<file path="src/rtl/adc_stats.sv">
// adc_stats: toggle-strobed ADC sample capture, power-of-two moving average,
// windowed min/max/mean statistics and an optional hysteresis comparator.
// Optional feature: define ADC_STATS_HYST_EN to build the comparator on dig_out;
// without it dig_out is tied low and hist_low/hist_high are ignored.
module adc_stats #(
  parameter int unsigned WIDTH    = 12,
  parameter int unsigned AVG_LOG2 = 2,
  parameter int unsigned WIN_LOG2 = 10
) (
  input  logic             clk,
  input  logic             reset,
  input  logic [WIDTH-1:0] din,
  input  logic             din_sync,
  input  logic [WIDTH-1:0] hist_low,
  input  logic [WIDTH-1:0] hist_high,
  output logic [WIDTH-1:0] avg,
  output logic             avg_valid,
  output logic [WIDTH-1:0] win_min,
  output logic [WIDTH-1:0] win_max,
  output logic [WIDTH-1:0] win_mean,
  output logic             stats_valid,
  output logic             dig_out
);

  localparam int unsigned AvgLen   = 1 << AVG_LOG2;
  localparam int unsigned AvgSumW  = WIDTH + AVG_LOG2;
  localparam int unsigned WinSumW  = WIDTH + WIN_LOG2;
  localparam int unsigned FillCntW = AVG_LOG2 + 1;

  typedef enum logic [0:0] {StFill, StRun} state_e;

  state_e               state_q, state_d;
  logic                 sync_d;
  logic                 accept;
  logic [WIDTH-1:0]     shreg_q [AvgLen];
  logic [AvgSumW-1:0]   avg_sum_q, avg_sum_d;
  logic [WIDTH-1:0]     avg_q;
  logic                 avg_upd_q;
  logic [FillCntW-1:0]  fill_cnt_q;
  logic                 fill_last;
  logic                 win_upd, win_wrap;
  logic [WIDTH-1:0]     run_min_q, run_max_q, run_min_nxt, run_max_nxt;
  logic [WinSumW-1:0]   run_sum_q, run_sum_nxt;
  logic [WIN_LOG2-1:0]  win_cnt_q;
  logic [WIDTH-1:0]     win_min_q, win_max_q, win_mean_q;
  logic                 stats_valid_q;

  // Strobe history; loaded even during reset so release never looks like an edge.
  always_ff @(posedge clk) begin
    sync_d <= din_sync;
  end

  assign accept    = (din_sync != sync_d);
  assign fill_last = (fill_cnt_q == FillCntW'(AvgLen - 1));

  // Running sum: add the incoming sample, drop the one falling off the shift register.
  always_comb begin
    avg_sum_d = avg_sum_q + AvgSumW'(din) - AvgSumW'(shreg_q[AvgLen-1]);
  end

  // Averager shift register, running sum, registered average and update flag.
  always_ff @(posedge clk) begin
    if (!reset) begin
      for (int i = 0; i < int'(AvgLen); i++) shreg_q[i] <= '0;
      avg_sum_q <= '0;
      avg_q     <= '0;
      avg_upd_q <= 1'b0;
    end else begin
      avg_upd_q <= accept;
      if (accept) begin
        shreg_q[0] <= din;
        for (int i = 1; i < int'(AvgLen); i++) shreg_q[i] <= shreg_q[i-1];
        avg_sum_q <= avg_sum_d;
        avg_q     <= WIDTH'(avg_sum_d >> AVG_LOG2);
      end
    end
  end

  // FSM state register and fill counter.
  always_ff @(posedge clk) begin
    if (!reset) begin
      state_q    <= StFill;
      fill_cnt_q <= '0;
    end else begin
      state_q <= state_d;
      if (accept && state_q == StFill) fill_cnt_q <= fill_cnt_q + 1'b1;
    end
  end

  // FSM next state: leave FILL on the sample that completes the averager.
  always_comb begin
    state_d = state_q;
    unique case (state_q)
      StFill:  if (accept && fill_last) state_d = StRun;
      StRun:   state_d = StRun;
      default: state_d = StFill;
    endcase
  end

  // FSM outputs: RUN is entered on the same edge as the first full average.
  always_comb begin
    avg_valid = 1'b0;
    unique case (state_q)
      StFill:  avg_valid = 1'b0;
      StRun:   avg_valid = 1'b1;
      default: avg_valid = 1'b0;
    endcase
  end

  // An avg update counts for the window only if it left the FSM in RUN.
  assign win_upd  = avg_upd_q && avg_valid;
  assign win_wrap = win_upd && (win_cnt_q == {WIN_LOG2{1'b1}});

  // Accumulator values including the current average.
  always_comb begin
    run_min_nxt = (avg_q < run_min_q) ? avg_q : run_min_q;
    run_max_nxt = (avg_q > run_max_q) ? avg_q : run_max_q;
    run_sum_nxt = run_sum_q + WinSumW'(avg_q);
  end

  // Window accumulators; on wrap publish results and restart from empty.
  always_ff @(posedge clk) begin
    if (!reset) begin
      run_min_q     <= '1;
      run_max_q     <= '0;
      run_sum_q     <= '0;
      win_cnt_q     <= '0;
      win_min_q     <= '0;
      win_max_q     <= '0;
      win_mean_q    <= '0;
      stats_valid_q <= 1'b0;
    end else begin
      stats_valid_q <= win_wrap;
      if (win_upd) begin
        win_cnt_q <= win_cnt_q + 1'b1;
        if (win_wrap) begin
          win_min_q  <= run_min_nxt;
          win_max_q  <= run_max_nxt;
          win_mean_q <= WIDTH'(run_sum_nxt >> WIN_LOG2);
          run_min_q  <= '1;
          run_max_q  <= '0;
          run_sum_q  <= '0;
        end else begin
          run_min_q <= run_min_nxt;
          run_max_q <= run_max_nxt;
          run_sum_q <= run_sum_nxt;
        end
      end
    end
  end

`ifdef ADC_STATS_HYST_EN
  logic dig_q;

  // Hysteresis comparator; inverted thresholds freeze the output.
  always_ff @(posedge clk) begin
    if (!reset) begin
      dig_q <= 1'b0;
    end else if (win_upd && (hist_low <= hist_high)) begin
      if (avg_q > hist_high) begin
        dig_q <= 1'b1;
      end else if (avg_q < hist_low) begin
        dig_q <= 1'b0;
      end
    end
  end

  assign dig_out = dig_q;
`else
  logic unused_hist;
  assign unused_hist = ^{hist_low, hist_high};
  assign dig_out     = 1'b0;
`endif

  assign avg         = avg_q;
  assign win_min     = win_min_q;
  assign win_max     = win_max_q;
  assign win_mean    = win_mean_q;
  assign stats_valid = stats_valid_q;

endmodule
</file>
<file path="config.mk">
export PLATFORM = sky130hd
export DESIGN_NAME = adc_stats
export DESIGN_NICKNAME = d
export VERILOG_FILES = /design/src/rtl/adc_stats.sv
export SDC_FILE = /design/constraint.sdc
export NUM_CORES = 1
export LEC_CHECK = 0
export BUFFER_PORTS_ARGS = -buffer_cell sky130_fd_sc_hd__buf_2
export CORE_UTILIZATION = 59
export CTS_BUF_LIST = sky130_fd_sc_hd__clkbuf_16
export DETAILED_ROUTE_END_ITERATION = 8
export PLACE_DENSITY_LB_ADDON = 0.3
export SKIP_LAST_GASP = 1
export SLEW_MARGIN = 10
export SYNTH_ARGS = -nofsm -noshare
export SYNTH_HDL_FRONTEND = slang
export SYNTH_SLANG_ARGS = --single-unit
</file>
<file path="constraint.sdc">
create_clock -name clk -period 3.7 [get_ports clk]
set_input_delay 0.37 -clock clk [delete_from_list [all_inputs] [get_ports clk]]
set_output_delay 0.37 -clock clk [all_outputs]
set_load 0.02 [all_outputs]
</file>
Word-level counts from Yosys, hierarchy flattened:

Memory sizes are Yosys's and may differ from the RTL's.
Index checks and enable logic that the tools add are counted.

* register bits: 125
* latch bits: 0
* bits in writable memories: 48
* ROM bits: 0
* memories: 1

* add/sub/neg operators: 5
* $mul: 0
* div/mod/pow operators: 0
* magnitude comparators: 2
* eq/ne operators: 3
* shifts and indexed selects: 0
* mux-type cells: 16
* bitwise gates (word level): 5
* reductions and logical operators: 5

Memory list
* shreg_q: words 4, width 12, rd ports 4, clocked after Yosys merged registers in 0, wr ports 4, RTL line 35 `logic [WIDTH-1:0] shreg_q [AvgLen];`

Operators with widths (number)
* 2-to-1 mux 12 bit: 8
* adder 22 x 12 -> 22 bit: 1
* 2-to-1 mux 22 bit: 1
* adder 14 x 12 -> 14 bit: 1
* subtractor 14 x 12 -> 14 bit: 1
* greater-than comparator 12 bit: 1
* < comparator 12 bit: 1
* adder 10 x 1 -> 10 bit (second input constant): 1
* == test 10 bit (second input constant): 1
* 2-to-1 mux 1 bit: 5
* logical AND 1 bit: 4
* bitwise OR 1 bit: 4
* case mux 1 bit (2 select lines): 2
* adder 3 x 1 -> 3 bit (second input constant): 1
* == test 3 x 2 -> 1 bit (second input constant): 1
* AND reduction 2 bit: 1
* inequality test 1 bit: 1
* NOT 1 bit: 1

Logic depth before layout (Yosys ltp):

Gate-level depths: netlist of the first run.

* depth in word-level cells: 5
* mapped depth: 12

Least setup slack after synthesis of the first run:

OpenSTA, ideal clock, no wires.

* path kind: reg2reg
* start point: register avg_sum_q[3]
* end point: register avg_sum_q[13]
* arrival time: 2.641 ns
* path slack: 0.987 ns
* cell stages (with the launch flop): 11
* path buffers: 0
* period minus slack after synthesis: 2.713 ns
* cells stage by stage: dfxtp_1 inv_1 fa_1 inv_1 ha_1 o21ai_0 o21ai_0 a31oi_1 o31ai_1 mux2i_1 mux2i_1

* cells in the longest elaborated chain, start to end: 2

RTL lines
* start: declaration: RTL line 36 `logic [AvgSumW-1:0] avg_sum_q, avg_sum_d;`
* start signal: assignment: RTL line 73 `avg_sum_q <= avg_sum_d;`
* adder 14 x 12 -> 14 bit: RTL line 58 `avg_sum_d = avg_sum_q + AvgSumW'(din) - AvgSumW'(shreg_q[AvgLen-1]);`
* subtractor 14 x 12 -> 14 bit: RTL line 58

No other way between the ends.
A chain may end at the register's enable or synchronous reset.

Worst setup path after layout of the first run:

* start point: register avg_sum_q[2]
* end point: register avg_sum_q[13]

Same word-level chain as after synthesis.

==> results of run 1 <==
[synth_stat cells, types with 13 or more instances]
cell,count,area [µm²]
o21ai_0,65,325
xnor2_1,17,149
a21oi_1,62,310
dfxtp_1,113,2260
o211ai_1,26,195
xor2_1,14,123
edfxtp_1,48,1440
mux2i_1,15,150
buf_4,15,113
nand2_1,65,244
inv_1,77,289
a21o_1,13,97.6
a31oi_1,16,100
nor2_1,50,188
fa_1,13,260
ha_1,52,651
clkbuf_1,31,116
nand3_1,37,185
and3_1,42,263
nand4_1,13,81.3
[cells by family (layout without fill, tap and decap cells)]
kind of cell	count (synthesis)	after routing	synth area share [%]
other cells	1	1	0.0438
flops	161	161	43.3
fa+ha+maj	65	65	10.6
mux	17	17	2.02
compound gates	248	248	18.8
simple gates	251	251	15.0
buf+inv	141	193	7.06
xor+xnor	31	31	3.17
[state kept, by name (all words and copies together), names as in the netlist]
signal       count
state_q          1
run_min_q       12
win_mean        12
fill_cnt_q       3
stats_valid      1
win_cnt_q       10
run_max_q       12
shreg_q         48
avg_upd_q        1
win_max         12
run_sum_q       22
win_min         12
sync_d           1
avg_sum_q       14
[final timing paths]
path                                    from  slack, ns            end
worst max register to register  avg_sum_q[2]       0.54  avg_sum_q[13]
worst min-delay path                din_sync       0.16         sync_d
worst max-delay path            avg_sum_q[2]       0.54  avg_sum_q[13]
worst min register to register   win_mean[3]       0.45    win_mean[3]
[power groups by stage]
stage	Sequential, mW	Combinational, mW	Clock [mW]
final	2.09	1.80	1.72
after detailed placement	2.12	1.77	0
after floorplan	2.08	1.41	0
after CTS	2.08	1.79	1.73
after global placement	2.11	1.73	0
after global routing	2.10	2.00	1.81
[metal layers]
layer	track usage, %	routed length (µm)	up-vias
met5	0	0	-
met4	10.1	541	0
met3	5.53	1250	35
met2	43.2	8830	244
met1	35.2	8670	3232
li1	-	-	3380
[final cells by class]
type | instances | area [µm²]
Tap cell | 180 | 225
Multi-Input combinational cell | 613 | 4280
Timing Repair Buffer | 83 | 463
Clock inverter | 14 | 128
Sequential cell | 161 | 3700
Fill cell | 1133 | 4500
Clock buffer | 18 | 450
Inverter | 78 | 293
==> results.py, run 1 <==
metrics = {
    "layout": {
        "final_cell_mix": "113 x dfxtp_1, 82 x inv_1, 64 x nand2_1, 64 x o21ai_0, 64 x buf_2",
        "stdcell_count": 1147,
        "final_util_pct": 67.9,
        "final_nets": 1058,
        "insertedDiodeCount": 0,
        "postLayoutCellArea_um2": 9540,
        "final_common_cell": "dfxtp_1",
        "drive_above_1_share_pct": 13.8,
        "area_growth_pct": 11.4,
    },
    "pwr": {
        "sw_frac_of_total_pct": 34.1,
        "p_total_mw": 5.61,
        "p_switching_mw": 1.91,
        "p_leak_nw": 4.25,
        "seqPwrFrac_pct": 37.2,
        "p_int_mw": 3.70,
        "p_per_area_nw_per_um2": 588,
        "combPwrFrac_pct": 32.2,
        "p_clk_share_pct": 30.6,
        "ir_drop_uv": 388,
    },
    "sta": {
        "tightestPinTransition_ns": 0.977,
        "maxSlewHeadroom_pct": 34.5,
        "maxSlewViolCount": 0,
        "min_period_over_period_pct": 85.4,
        "holdWs_ns": 0.163,
        "max_freq_mhz": 316,
        "finalSetupViolCount": 0,
        "finClkSkew_ns": 0.00990,
        "rsz0062_at_grt": "false",
        "fin_ws_ns": 0.538,
        "hold_viol": 0,
        "tns_ns": 0,
        "min_period_ns": 3.16,
    },
    "setup_path": {
        "startpoint_type": "flop",
        "worst-path-buf-inv": 2,
        "path_max_fanout": 8,
        "ff2ff_path_depth": 10,
        "cp_cell_sequence": "inv_1 > fa_1 > inv_1 > ha_1 > o21ai_0 > o21ai_0 > a31oi_1 > o31ai_1 > mux2i_1 > mux2i_1",
        "cp.depth": 10,
        "worstSetupEndpointType": "flop",
        "crit_type": "reg -> reg",
        "crit_family": "compound AO/OA/AOI/OAI gates",
        "critPathMaxStageDelay_ns": 0.54,
        "critPathArrivalTime_ns": 3.51,
        "crit_slowest_cell": "fa_1",
        "critPathRequiredTime_ns": 4.05,
    },
    "placement": {
        "postPlaceCellArea_um2": 8960,
        "gp_congestion": 0.885,
        "dp_hpwl_mm": 12.9,
        "placedCellCount": 1115,
        "port_buffers": 64,
        "dpl_worst_slack_ns": 0.601,
    },
    "worst_hold_path": {
        "hold_class": "in -> reg",
        "whs_path_depth": 1,
    },
    "floorplanning": {
        "core-area_um2": 14000,
        "dieHeight_um": 122,
        "rows": 43,
        "die-area_um2": 15000,
        "ioPinCount": 90,
        "die_w_um": 122,
        "initial_core_util_pct": 61.0,
    },
    "cts": {
        "clkLatencyLatePin_ns": 0.42,
        "cts.sinks": 161,
        "ctsResizeCount": 0,
        "cts_hold_buffers": 0,
        "ctsRootBufferMaster": "clkbuf_16",
        "clk_pin_slew_ns": 0.06,
        "h-tree-depth": 4,
        "cts_tree": "done",
        "ctsLongestPathBuffers": 2,
        "cts_inserted_buffers": 17,
        "post-cts-setup-buffers": 0,
    },
    "yosys": {
        "ys.flop_type": "dfxtp_1",
        "synth-seq-area-share_pct": 43.3,
        "ys_ff_latch": 161,
        "synthCells": 915,
        "yosysWarningCount": 0,
        "avgSynthCellArea_um2": 9.36,
        "synthArstFlopShare_pct": 0,
        "ys_types": 69,
        "synth_area_um2": 8560,
        "syn_nets": 1019,
        "synth_edf_count": 48,
    },
    "job": {
        "maxCapViolations": 0,
    },
    "drt": {
        "dr.pass1.iters": 5,
        "drt-total-wl_mm": 19.3,
        "dr.first_iter.drc_count": 516,
        "ant_nets": 0,
        "drc": 0,
        "wl_per_cell_um": 16.8,
        "viasPerCell": 6.01,
        "route.vias.total": 6891,
    },
    "grt": {
        "antenna_found_initial": 0,
        "track_usage_pct": 26.8,
        "grt_max_degree": 51,
        "grt_pass1_vias": 6236,
        "grt_overflow_total": 0,
        "grt_pass1_wl_mm": 30.8,
    },
    "outcome": {
        "status": "finished, final reports clean",
    },
}
No activity file was read; power rests on OpenSTA's default activity.
==> run 2: changes to the inputs <==
--- a/config.mk
+++ b/config.mk
@@ -6,6 +6,7 @@
 export NUM_CORES = 1
 export LEC_CHECK = 0
 export BUFFER_PORTS_ARGS = -buffer_cell sky130_fd_sc_hd__buf_2
+export CORE_MARGIN = 2
 export CORE_UTILIZATION = 59
 export CTS_BUF_LIST = sky130_fd_sc_hd__clkbuf_16
 export DETAILED_ROUTE_END_ITERATION = 8
==> run 2 against run 1 <==
  * Register-to-register slack better by 0.20 ns
  * Critical path depth unchanged
  * Die area up 3.3%
  * Sequential share of layout area down 0.11 points
  * Clock skew about the same
  * Power about the same
  * Maximum frequency up 6.8%
  * Setup slack better by 0.20 ns
  * Sequential power about the same
  * Via count up 0.32%
  * Highest routed layer unchanged
==> results.py, run 2 (synthesis gave the netlist of run 1 again) <==
metrics = {
    "outcome": {
        "status": "finished, final reports clean",
    },
    "drt": {
        "drc": 0,
        "dr.pass1.iters": 7,
        "drt-total-wl_mm": 18.8,
        "ant_nets": 0,
        "dr.first_iter.drc_count": 617,
        "viasPerCell": 6.00,
        "route.vias.total": 6913,
        "wl_per_cell_um": 16.3,
    },
    "cts": {
        "clkLatencyLatePin_ns": 0.43,
        "cts_inserted_buffers": 17,
        "h-tree-depth": 4,
        "cts_tree": "done",
        "ctsLongestPathBuffers": 2,
        "ctsRootBufferMaster": "clkbuf_16",
        "cts.sinks": 161,
        "clk_pin_slew_ns": 0.06,
        "ctsResizeCount": 0,
        "cts_hold_buffers": 0,
        "post-cts-setup-buffers": 0,
    },
    "worst_hold_path": {
        "hold_class": "in -> reg",
    },
    "sta": {
        "maxSlewViolCount": 0,
        "finalSetupViolCount": 0,
        "max_freq_mhz": 338,
        "fin_ws_ns": 0.740,
        "finClkSkew_ns": 0.0100,
        "tns_ns": 0,
        "hold_viol": 0,
        "maxSlewHeadroom_pct": 38.8,
        "rsz0062_at_grt": "false",
        "min_period_ns": 2.96,
        "min_period_over_period_pct": 80.0,
        "tightestPinTransition_ns": 0.919,
    },
    "floorplanning": {
        "die-area_um2": 15500,
        "die_w_um": 124,
        "ioPinCount": 90,
        "rows": 44,
        "dieHeight_um": 124,
        "initial_core_util_pct": 59.6,
        "core-area_um2": 14400,
    },
    "grt": {
        "grt_pass1_wl_mm": 32.4,
        "grt_overflow_total": 0,
        "track_usage_pct": 25.6,
        "grt_pass1_vias": 6734,
        "grt_max_degree": 55,
        "antenna_found_initial": 0,
    },
    "setup_path": {
        "startpoint_type": "flop",
        "critPathRequiredTime_ns": 4.05,
        "critPathArrivalTime_ns": 3.31,
        "worstSetupEndpointType": "flop",
        "crit_type": "reg -> reg",
        "path_max_fanout": 10,
    },
    "layout": {
        "reg_top3": "shreg_q: 48 flops, run_sum_q: 22 flops, avg_sum_q: 14 flops",
        "largest_reg_flops": 48,
        "regMostFlops": "shreg_q",
        "multiInputGateArea_um2": 4280,
        "seq_area_um2": 3700,
        "drive_above_1_share_pct": 13.6,
        "area_growth_pct": 11.7,
        "final_common_cell": "dfxtp_1",
        "final.fill_count": 1154,
        "final_nets": 1060,
        "insertedDiodeCount": 0,
        "final_cell_mix": "113 x dfxtp_1, 82 x inv_1, 64 x nand2_1, 64 x o21ai_0, 64 x buf_2",
    },
    "placement": {
        "dp_hpwl_mm": 12.5,
        "dpl_worst_slack_ns": 0.713,
        "gp_congestion": 0.855,
        "port_buffers": 64,
    },
    "pwr": {
        "p_per_area_nw_per_um2": 586,
        "p_leak_nw": 4.27,
        "ir_drop_uv": 394,
    },
    "job": {
        "maxCapViolations": 0,
    },
}
-- run 2: cell types whose count changed in the layout (fill, tap and decap cells not counted) --
cell,change
clkinv_4,-3
buf_4,+2
bufinv_16,+1
clkinv_1,+3
clkinv_2,-1
clkinvlp_4,-1
inv_2,+1
-- run 2: where the power goes --
group          internal, mW  switching, mW
clock network          1.08          0.669
registers              1.94          0.123
logic                 0.744           1.06
total                  3.76           1.85
-- run 2: through the flow --
step           utilization, %  total power, mW  instances  hold slack [ns]  area (µm²)
5_1_grt                  66.6             5.93       1153            0.143        9570
6_report                 66.6             5.60       1153            0.151        9570
3_5_place_dp             62.5             3.88       1121            0.448        8980
3_3_place_gp             62.5             3.83       1121            0.439        8980
2_1_floorplan               -             3.49        915            0.398        8560
4_1_cts                  66.6             5.62       1153            0.141        9570
-- run 2: layout make-up --
cell class / instances / area share, %
clock inverter: 14 / 1.40
clock buffer: 18 / 4.71
sequential: 161 / 38.7
inverter: 78 / 3.06
multi-input combinational: 613 / 44.7
timing repair buffer: 85 / 5.00
tap: 184 / 2.41
-- run 2: path summary, 6_finish.rpt --
kind,slack (ns),from,end,depth (start not counted)
setup / recovery,0.74,avg_sum_q[6],avg_sum_q[13],10
hold / removal,0.15,din_sync,sync_d,1
setup reg to reg,0.74,avg_sum_q[6],avg_sum_q[13],10
hold reg to reg,0.46,avg_sum_q[0],avg_sum_q[0],2
-- run 2: worst max-delay path: stages, from the launching register on --
cell     delay, ns
dfxtp_1       0.67
inv_1         0.13
fa_1          0.52
inv_1         0.04
ha_1          0.36
a21oi_1       0.09
o21ai_0       0.17
a31oi_1       0.11
o31ai_1       0.34
mux2i_1       0.27
mux2i_1       0.20
-- run 2: per-layer routing --
metal	GRT usage (%)	up-vias	share of wire, %
met4	7.47	0	1.6
met3	5.54	25	6.4
met1	35.2	3292	46
met2	40.9	216	46
met5	0	-	0
li1	-	3380	-
